File: src/rtl/pp_pkg.sv
// Shared constants, state encoding and lane slicing for the partial-product streamer.
`ifndef PP_PKG_SV
`define PP_PKG_SV
`define PP_LANE(k, w) (k)*2*(w) +: 2*(w)

package pp_pkg;

  typedef enum logic [0:0] {
    IDLE = 1'b0,
    EMIT = 1'b1
  } state_e;

  function automatic int npp(input int w);
    return w + 1;
  endfunction

  function automatic int beats(input int w, input int lanes);
    return (npp(w) + lanes - 1) / lanes;
  endfunction

  // Row indices seen by a lane reach at most 2W once padding lanes are counted.
  function automatic int rowidx_w(input int w);
    return $clog2(2 * w + 1);
  endfunction

  function automatic int cnt_w(input int n);
    return (n > 1) ? $clog2(n) : 1;
  endfunction

endpackage
`endif

File: src/rtl/pp_stream_gen_if.sv
// Operand-in / partial-product-out handshake bundle for pp_stream_gen.
interface pp_stream_gen_if #(
  parameter int W     = 32,
  parameter int LANES = 4
) ();
  logic                         in_valid;
  logic                         in_ready;
  logic [W-1:0]                 x;
  logic [W-1:0]                 y;
  logic                         is_signed;
  logic                         pp_valid;
  logic                         pp_ready;
  logic [LANES*2*W-1:0]         pp_data;
  logic [$clog2(W+1)-1:0]       pp_index;
  logic                         pp_last;

  modport master (
    output in_valid, x, y, is_signed, pp_ready,
    input  in_ready, pp_valid, pp_data, pp_index, pp_last
  );

  modport slave (
    input  in_valid, x, y, is_signed, pp_ready,
    output in_ready, pp_valid, pp_data, pp_index, pp_last
  );
endinterface

File: src/rtl/pp_row_gen.sv
// One Baugh-Wooley style partial-product row, 2W bits, selected by row index.
module pp_row_gen
  import pp_pkg::*;
#(
  parameter int W   = 32,
  parameter int RIW = rowidx_w(W)
) (
  input  logic [W-1:0]   x_q,
  input  logic [W-1:0]   y_q,
  input  logic           m_q,
  input  logic [RIW-1:0] row,
  output logic [2*W-1:0] row_val
);
  localparam int SW = $clog2(W);
  localparam logic [RIW-1:0] ROW_MSB  = RIW'(W - 1);
  localparam logic [RIW-1:0] ROW_CORR = RIW'(W);

  logic [2*W-1:0] ext_y;
  logic [2*W-1:0] ext_ny;
  logic [SW-1:0]  sel;

  assign ext_y  = m_q ? {{W{y_q[W-1]}}, y_q} : {{W{1'b0}}, y_q};
  assign ext_ny = {{W{~y_q[W-1]}}, ~y_q};
  assign sel    = row[SW-1:0];

  // The sign row uses ~y and the correction row supplies the +1 of -y at weight 2^(W-1).
  always_comb begin
    row_val = '0;
    if (row < ROW_MSB) begin
      if (x_q[sel]) row_val = ext_y << row;
    end else if (row == ROW_MSB) begin
      if (x_q[W-1]) row_val = (m_q ? ext_ny : ext_y) << (W - 1);
    end else if (row == ROW_CORR) begin
      if (m_q && x_q[W-1]) row_val = (2*W)'(1) << (W - 1);
    end
  end
endmodule

File: src/rtl/pp_stream_gen.sv
// Captures an operand pair and streams its W+1 partial products LANES rows per beat.
module pp_stream_gen
  import pp_pkg::*;
#(
  parameter int W     = 32,
  parameter int LANES = 4
) (
  input logic            clk,
  input logic            rst_n,
  pp_stream_gen_if.slave bus
);
  localparam int BEATS = beats(W, LANES);
  localparam int BW    = cnt_w(BEATS);
  localparam int IW    = $clog2(W + 1);
  localparam int RIW   = rowidx_w(W);
  localparam logic [BW-1:0] B_LAST = BW'(BEATS - 1);

  state_e               state;
  logic [BW-1:0]        b;
  logic [W-1:0]         x_q;
  logic [W-1:0]         y_q;
  logic                 m_q;
  logic                 emit;
  logic                 last;
  logic [IW-1:0]        idx;
  logic [2*W-1:0]       lanes [LANES];
  logic [LANES*2*W-1:0] data_w;

  assign emit = (state == EMIT);
  assign last = emit && (b == B_LAST);
  assign idx  = IW'(int'(b) * LANES);

  assign bus.pp_valid = emit;
  assign bus.pp_last  = last;
  assign bus.pp_index = idx;
  assign bus.pp_data  = data_w;
  // pp_ready -> in_ready is the one combinational path, enabling zero-bubble chaining.
  assign bus.in_ready = rst_n && (!emit || (bus.pp_ready && last));

  always_ff @(posedge clk) begin
    if (!rst_n) begin
      state <= IDLE;
      b     <= '0;
      x_q   <= '0;
      y_q   <= '0;
      m_q   <= 1'b0;
    end else begin
      case (state)
        IDLE: begin
          if (bus.in_valid) begin
            x_q   <= bus.x;
            y_q   <= bus.y;
            m_q   <= bus.is_signed;
            b     <= '0;
            state <= EMIT;
          end
        end
        EMIT: begin
          if (bus.pp_ready) begin
            if (b != B_LAST) begin
              b <= b + 1'b1;
            end else if (bus.in_valid) begin
              x_q <= bus.x;
              y_q <= bus.y;
              m_q <= bus.is_signed;
              b   <= '0;
            end else begin
              b     <= '0;
              state <= IDLE;
            end
          end
        end
        default: state <= IDLE;
      endcase
    end
  end

  for (genvar k = 0; k < LANES; k++) begin : g_lane
    logic [RIW-1:0] row;
    logic [2*W-1:0] row_val;

    assign row = RIW'(idx) + RIW'(k);

    pp_row_gen #(.W(W)) u_row (
      .x_q     (x_q),
      .y_q     (y_q),
      .m_q     (m_q),
      .row     (row),
      .row_val (row_val)
    );

    assign lanes[k] = emit ? row_val : '0;
  end

  always_comb begin
    data_w = '0;
    for (int k = 0; k < LANES; k++) data_w[`PP_LANE(k, W)] = lanes[k];
  end
endmodule

File: src/flat_wrapper.sv
// flat-port wrapper written by rule: the top's interface ports become plain ports
module pp_stream_gen_flat import pp_pkg::*;
#(
  parameter int W     = 32,
  parameter int LANES = 4
)
  (clk, rst_n, bus_in_valid, bus_x, bus_y, bus_is_signed, bus_pp_ready, bus_in_ready, bus_pp_valid, bus_pp_data, bus_pp_index, bus_pp_last);
  pp_stream_gen_if #(.W(W), .LANES(LANES)) bus_i ();
  input logic clk;
  input logic rst_n;
  input wire logic [$bits(bus_i.in_valid)-1:0] bus_in_valid;
  input wire logic [$bits(bus_i.x)-1:0] bus_x;
  input wire logic [$bits(bus_i.y)-1:0] bus_y;
  input wire logic [$bits(bus_i.is_signed)-1:0] bus_is_signed;
  input wire logic [$bits(bus_i.pp_ready)-1:0] bus_pp_ready;
  output wire logic [$bits(bus_i.in_ready)-1:0] bus_in_ready;
  output wire logic [$bits(bus_i.pp_valid)-1:0] bus_pp_valid;
  output wire logic [$bits(bus_i.pp_data)-1:0] bus_pp_data;
  output wire logic [$bits(bus_i.pp_index)-1:0] bus_pp_index;
  output wire logic [$bits(bus_i.pp_last)-1:0] bus_pp_last;
  assign bus_i.in_valid = bus_in_valid;
  assign bus_i.x = bus_x;
  assign bus_i.y = bus_y;
  assign bus_i.is_signed = bus_is_signed;
  assign bus_i.pp_ready = bus_pp_ready;
  assign bus_in_ready = bus_i.in_ready;
  assign bus_pp_valid = bus_i.pp_valid;
  assign bus_pp_data = bus_i.pp_data;
  assign bus_pp_index = bus_i.pp_index;
  assign bus_pp_last = bus_i.pp_last;
  pp_stream_gen #(.W(W), .LANES(LANES)) u_core (.clk(clk), .rst_n(rst_n), .bus(bus_i));
endmodule
File: config.mk
export PLATFORM = sky130hd
export DESIGN_NAME = pp_stream_gen_flat
export DESIGN_NICKNAME = d
export VERILOG_FILES = /design/src/rtl/pp_pkg.sv /design/src/rtl/pp_stream_gen_if.sv /design/src/rtl/pp_row_gen.sv /design/src/rtl/pp_stream_gen.sv /design/src/flat_wrapper.sv
export SDC_FILE = /design/constraint.sdc
export NUM_CORES = 1
export LEC_CHECK = 0
export ABC_AREA = 1
export CORE_ASPECT_RATIO = 2
export CORE_MARGIN = 10
export CORE_UTILIZATION = 35
export DETAILED_ROUTE_END_ITERATION = 8
export PLACE_DENSITY = 0.75
export SYNTH_ARGS = -nofsm -noshare
export SYNTH_HDL_FRONTEND = slang
export SYNTH_SLANG_ARGS = --single-unit
File: constraint.sdc
create_clock -name clk -period 4.32 [get_ports clk]
set_input_delay 1.08 -clock clk [delete_from_list [all_inputs] [get_ports clk]]
set_output_delay 1.08 -clock clk [all_outputs]
set_load 0.005 [all_outputs]
==> results.tsv, run 1 <==
metric	value	unit
GRT Util Overall	26.14	%
clock sinks	70	
number of flops mapped to enable cells by yosys	0	
required time of the worst setup path	3240	ps
Core Footprint	18740	sq um
data arrival time of the worst path	3050	ps
Die X	117.6	um
Final Util	54.82	%
NetSw	754.3	uW
Max-Cap Viols	0	
first-pass iteration count of the detailed router	5	
Setup TNS Final	0	ps
Rel. slew slack	59.66	%
Worst setup SP type	flop	
TritonCTS Buffers	9	
Pins Over Slew Limit	0	
TritonCTS clock tree	done	
ANT cells	0	
gr ovfl total	0	
Post-Place Cells	1722	
synthesized flop and latch total	70	
DR iter-0 viols	682	
Clock Path Buffers	2	
Non-Filler Instances	1738	
CTS root buf	clkbuf_16	
crit path time final	4129	ps
vias in the first global route	8808	
vias per cell	5.229	
antenna violations before repair	1	
nets	1552	
most common cell after layout, fill and taps aside	nor2_1	
post-route ant nets	0	
Slew @ Worst Pin	598.8	ps
combinational fraction of design power	30.5	%
ys async rst share	0	%
Synth warnings	0	
Vias	9088	
Clock power frac	35.4	%
Top-Level Pins	334	
ys flop type	dfxtp_1	
drt drc	0	
sw frac	33.91	%
Worst-path clk slew	60	ps
HP Class	flop to flop	
Flop pwr share	34.1	%
P_int	1.470	mW
worst slack, placed	496.5	ps
hold_sp	u_core.x_q[4]	
DIE AREA	25310	sq um
commonest cells after routing, fill and taps aside	nor2_1 (349), clkdlybuf4s50_1 (324), nand2_1 (249), o21ai_0 (123), nand3_1 (84)	
WL final	35180	um
syn avg cell area	5.525	sq um
layout cells sized above 1	5.327	%
Starting Density	35.58	%
routed len/inst	20.24	um
period utilization	95.58	%
CP startpoint	u_core.b[1]	
Pleak	3.930	nW
Post-Syn Area	6669	sq um
Final GP Congestion	1.047	
r2r startpoint	u_core.b[1]	
chip height	215.2	um
upper clock frequency limit	0.2422	GHz
Port Buffers	325	
Mapped Cells	1207	
design area	10270	sq um
final setup vio count	0	
PnR worst setup slack	190.8	ps
RSZ-0062 raised after global routing	no	
Crit. End Element	output port	
status	finished, final reports clean	
Post CTS Setup Buffer Count	0	
flop2flop setup slack	1860	ps
standard-cell row count	71	
sequential share of the synthesized area	21.01	%
PwrDens	216.5	nW/um^2
H-tree depth	3	
Final Skew	7.763	ps
HPWL Detailed	28530	um
global-route wire length before repair	52540	um
CTS Hold Bufs	0	
pin count of the biggest net entering global routing	68	
placed cell area	9952	sq um
VDD IR max	0.4262	mV
kind of critical path	flop to output port	
post-synthesis cell type count	33	
Clock Latency Late Sink	330	ps
Hold Fails Final Rpt	0	
Area Growth Syn to Fin	54.07	%
crit path max fanout	18	
==> area by class of cell <==
class                      instances  area (sq um)
inverter                          59         224.0
clock inverter                     5         83.83
multi-input combinational        983          4479
timing repair buffer             355          3527
tap                              255         319.1
clock buffer                      11         232.7
fill                            1918          8469
sequential                        70          1409
==> per-layer routing <==
metal  GRT usage (%)  part of all wire, %
met3           4.831                  6.6
met4           18.77                  7.2
met5               0                    0
met1           25.38                   34
met2           48.15                   52
==> power groups by stage <==
stage | Combinational (mW) | Sequential [mW] | Clock [mW]
global placement | 0.667 | 0.768 | 0
detailed placement | 0.672 | 0.769 | 0
finish | 0.677 | 0.759 | 0.788
global route | 0.744 | 0.762 | 0.824
CTS | 0.675 | 0.756 | 0.802
floorplan | 0.408 | 0.738 | 0
==> synth_stat cells, types with 3 or more instances <==
| master | number | area share (%) |
|---|---|---|
| nor2_2 | 12 | 1.1 |
| buf_2 | 37 | 2.8 |
| nor2_1 | 349 | 20 |
| buf_1 | 7 | 0.39 |
| nand2_1 | 249 | 14 |
| buf_4 | 25 | 2.8 |
| nand2_2 | 6 | 0.56 |
| xnor2_1 | 31 | 4.1 |
| inv_2 | 7 | 0.39 |
| ha_1 | 5 | 0.94 |
| a21oi_1 | 34 | 2.6 |
| o21ai_1 | 14 | 1.1 |
| nand3_1 | 84 | 6.3 |
| a21boi_0 | 10 | 1.1 |
| clkbuf_1 | 24 | 1.4 |
| o21ai_0 | 124 | 9.3 |
| nand3b_1 | 3 | 0.34 |
| dfxtp_1 | 70 | 21 |
| inv_1 | 50 | 2.8 |
| nor3_1 | 11 | 0.83 |
| a31oi_1 | 3 | 0.28 |
| a21boi_1 | 14 | 1.6 |
| nand4_1 | 8 | 0.75 |
| buf_6 | 9 | 1.5 |
| o211ai_1 | 13 | 1.5 |
==> worst paths after layout <==
kind / depth (start not counted) / to
setup / recovery: 10 / bus_pp_data[251]
hold / removal: 2 / u_core.x_q[4]
setup reg to reg: 11 / u_core.y_q[17]
hold reg to reg: 2 / u_core.x_q[4]
==> critical path: stages, from the launching register on <==
cell	delay [ps]
dfxtp_2	390
buf_4	230
nor2_1	110
o21ai_0	80
nand2_1	80
nand2_1	60
nand2_1	330
buf_4	300
nand2_1	270
a21boi_1	290
clkdlybuf4s50_1	560
==> registers in the layout (all words and copies together), names as in the netlist <==
signal	flops
u_core.x_q	32
u_core.y_q	32
u_core.b	4
u_core.m_q	1
u_core.bus.pp_valid	1
==> metrics by stage <==
stage	hold WS, ps	total power, mW
detailed placement	452.4	1.441
CTS	461.0	2.232
global route	503.0	2.330
global placement	439.5	1.435
finish	462.6	2.224
floorplan	429.8	1.146
==> repair_timing <==
action,in CTS,in global routing
setup endpoints to repair,0,4
hold endpoints to repair,0,0
resized for setup,0,3
==> cell families after synthesis <==
| family | count (synthesis) | share of synthesized area (%) |
|---|---|---|
| compound gates | 215 | 17.73 |
| xor+xnor | 31 | 4.071 |
| fa+ha+maj | 5 | 0.9381 |
| buf+inv | 161 | 12.21 |
| flops | 70 | 21.01 |
| other cells | 1 | 0.05623 |
| simple gates | 724 | 43.98 |
Note: power is estimated with default switching activity, not from simulation.
==> run 2, diff against run 1 <==
--- a/config.mk
+++ b/config.mk
@@ -6,9 +6,11 @@
 export NUM_CORES = 1
 export LEC_CHECK = 0
 export ABC_AREA = 1
+export CAP_MARGIN = 30
 export CORE_ASPECT_RATIO = 2
-export CORE_MARGIN = 10
+export CORE_MARGIN = 4
 export CORE_UTILIZATION = 35
+export CTS_BUF_LIST = sky130_fd_sc_hd__clkbuf_16
 export DETAILED_ROUTE_END_ITERATION = 8
 export PLACE_DENSITY = 0.75
 export SYNTH_ARGS = -nofsm -noshare
==> run 2 against run 1 <==
Sequential share of layout area is 0.051 points lower. Cell area is 0.11% higher. Clock skew is 0.89 ps higher. Non-clock buffer count is 8 higher. Worst setup slack better by 19 ps. Utilization is 0.060 points higher. Power is 4.0% lower. Critical path depth stayed put. Global-route usage is 3.0 points higher. Die area is 15% lower. Sequential power is 1% lower. Sequential cell count stayed put. Critical endpoint is now bus_pp_data[158].
==> results.tsv, run 2 (synthesis results as in run 1) <==
metric	value	unit	change
commonest cells after routing, fill and taps aside	nor2_1 (349), clkdlybuf4s50_1 (324), nand2_1 (249), o21ai_0 (124), nand3_1 (84)		was nor2_1 (349), clkdlybuf4s50_1 (324), nand2_1 (249), o21ai_0 (123), nand3_1 (84)
required time of the worst setup path	3240	ps	about the same
Port Buffers	325		unchanged
Area Growth Syn to Fin	54.24	%	was 54.07%
PwrDens	207.6	nW/um^2	was 216.5 nW/um^2
Max-Cap Viols	0		unchanged
CTS Hold Bufs	0		unchanged
Rel. slew slack	50.13	%	was 59.66%
global-route wire length before repair	48560	um	was 52540 um
status	finished, final reports clean		unchanged
pin count of the biggest net entering global routing	68		unchanged
Starting Density	35.58	%	unchanged
Final Skew	8.650	ps	was 7.763 ps
clock sinks	70		unchanged
first-pass iteration count of the detailed router	5		unchanged
Worst-path clk slew	60	ps	about the same
VDD IR max	0.3564	mV	was 0.4262 mV
CTS root buf	clkbuf_16		unchanged
WL final	32660	um	was 35180 um
Setup TNS Final	0	ps	unchanged
Post CTS Setup Buffer Count	0		unchanged
Fill cells	1921		was 1918
ANT cells	0		unchanged
H-tree depth	3		unchanged
HP Class	flop to flop		unchanged
delay-heaviest family, CP	buffers and inverters		unchanged
crit path max fanout	41		was 18
crit-path cells	buf_4 > nor2_1 > o21ai_0 > nand3_1 > o21ai_1 > nor2_2 > nand2_2 > buf_4 > nor2_1 > clkdlybuf4s50_1		was buf_4 > nor2_1 > o21ai_0 > nand2_1 > nand2_1 > nand2_1 > buf_4 > nand2_1 > a21boi_1 > clkdlybuf4s50_1
vias in the first global route	8427		was 8808
placed cell area	9998	sq um	was 9952 sq um
gr ovfl total	0		unchanged
Die X	105.6	um	was 117.6 um
antenna violations before repair	0		was 1
post-route ant nets	0		unchanged
kind of critical path	flop to output port		unchanged
Pins Over Slew Limit	0		unchanged
final setup vio count	0		unchanged
Slew @ Worst Pin	740.2	ps	was 598.8 ps
Reg area	1405	sq um	was 1409 sq um
Final GP Congestion	0.9900		was 1.047
HPWL Detailed	26630	um	was 28530 um
crit path time final	4110	ps	was 4129 ps
Vias	8884		was 9088
Largest regs	u_core.x_q (32), u_core.y_q (32), u_core.b (4)		unchanged
layout cells sized above 1	5.634	%	was 5.327%
Pleak	3.965	nW	was 3.930 nW
Clock Latency Late Sink	330	ps	about the same
Clock Path Buffers	2		unchanged
crit path buf inv count	3		unchanged
most common cell after layout, fill and taps aside	nor2_1		unchanged
vias per cell	5.088		was 5.229
DR iter-0 viols	583		was 682
Final Util	54.88	%	was 54.82%
Post-CTS Resized	0		unchanged
TritonCTS Buffers	9		unchanged
standard-cell row count	71		unchanged
Non-Filler Instances	1746		was 1738
chip height	203.2	um	was 215.2 um
design area	10290	sq um	was 10270 sq um
Hold Fails Final Rpt	0		unchanged
Worst setup SP type	flop		unchanged
multi-input logic area	4484	sq um	was 4479 sq um
Crit. End Element	output port		unchanged
Core Footprint	18740	sq um	unchanged
nets	1560		was 1552
Post-Place Cells	1730		was 1722
RSZ-0062 raised after global routing	no		unchanged
Top-Level Pins	334		unchanged
Crit-path slowest cell	dfxtp_1		was clkdlybuf4s50_1
drt drc	0		unchanged
GRT Util Overall	29.10	%	was 26.14%
data arrival time of the worst path	3030	ps	was 3050 ps
DIE AREA	21460	sq um	was 25310 sq um
upper clock frequency limit	0.2433	GHz	was 0.2422 GHz
period utilization	95.14	%	was 95.58%
TritonCTS clock tree	done		unchanged
slowest stage delay, CP	490	ps	was 560 ps
routed len/inst	18.70	um	was 20.24 um
run 2: power by group:
part	switching (mW)	total [mW]	internal [mW]
Combinational	0.415	0.685	0.270
Sequential	0.0550	0.751	0.696
Clock	0.262	0.699	0.437
Total	0.732	2.14	1.40
run 2: final cells by class:
class                      count  share of cell area (%)
clock buffer                   9                   2.190
sequential                    70                   13.66
timing repair buffer         363                   34.72
multi-input combinational    983                   43.60
clock inverter                 7                  0.5595
inverter                      59                   2.177
tap                          255                   3.102
run 2: worst reg2reg max path, cell delays in order, from the launching register on:
cell     delay, ps
dfxtp_1        490
inv_4          190
buf_4          270
ha_1           210
nand3_1        110
inv_2           60
a21oi_2        230
nor2_4          80
inv_2           60
buf_4          460
o21ai_0        300
a21oi_1        180
run 2: worst paths after layout:
check	slack (ps)	start	endpoint	depth (start not counted)
setup / recovery	210	u_core.b[1]	bus_pp_data[158]	10
hold / removal	460	u_core.x_q[20]	u_core.x_q[20]	2
setup reg to reg	1620	u_core.b[1]	u_core.y_q[31]	11
hold reg to reg	460	u_core.x_q[20]	u_core.x_q[20]	2
run 2: stage by stage:
stage,hold WS (ps),setup slack [ps],power [mW]
6_report,456.8,210.1,2.135
3_3_place_gp,446.0,530.4,1.443
5_1_grt,488.3,52.54,2.247
2_1_floorplan,429.8,1725,1.146
3_5_place_dp,448.0,533.3,1.445
4_1_cts,455.3,185.6,2.144
run 2: metal layers:
metal	global-route usage, %	wire [um]	vias to the layer above
met4	17.46	2069	0
met3	3.263	1705	78
met5	0	0	-
met2	54.89	17450	392
met1	30.26	11430	4031
li1	-	-	4383
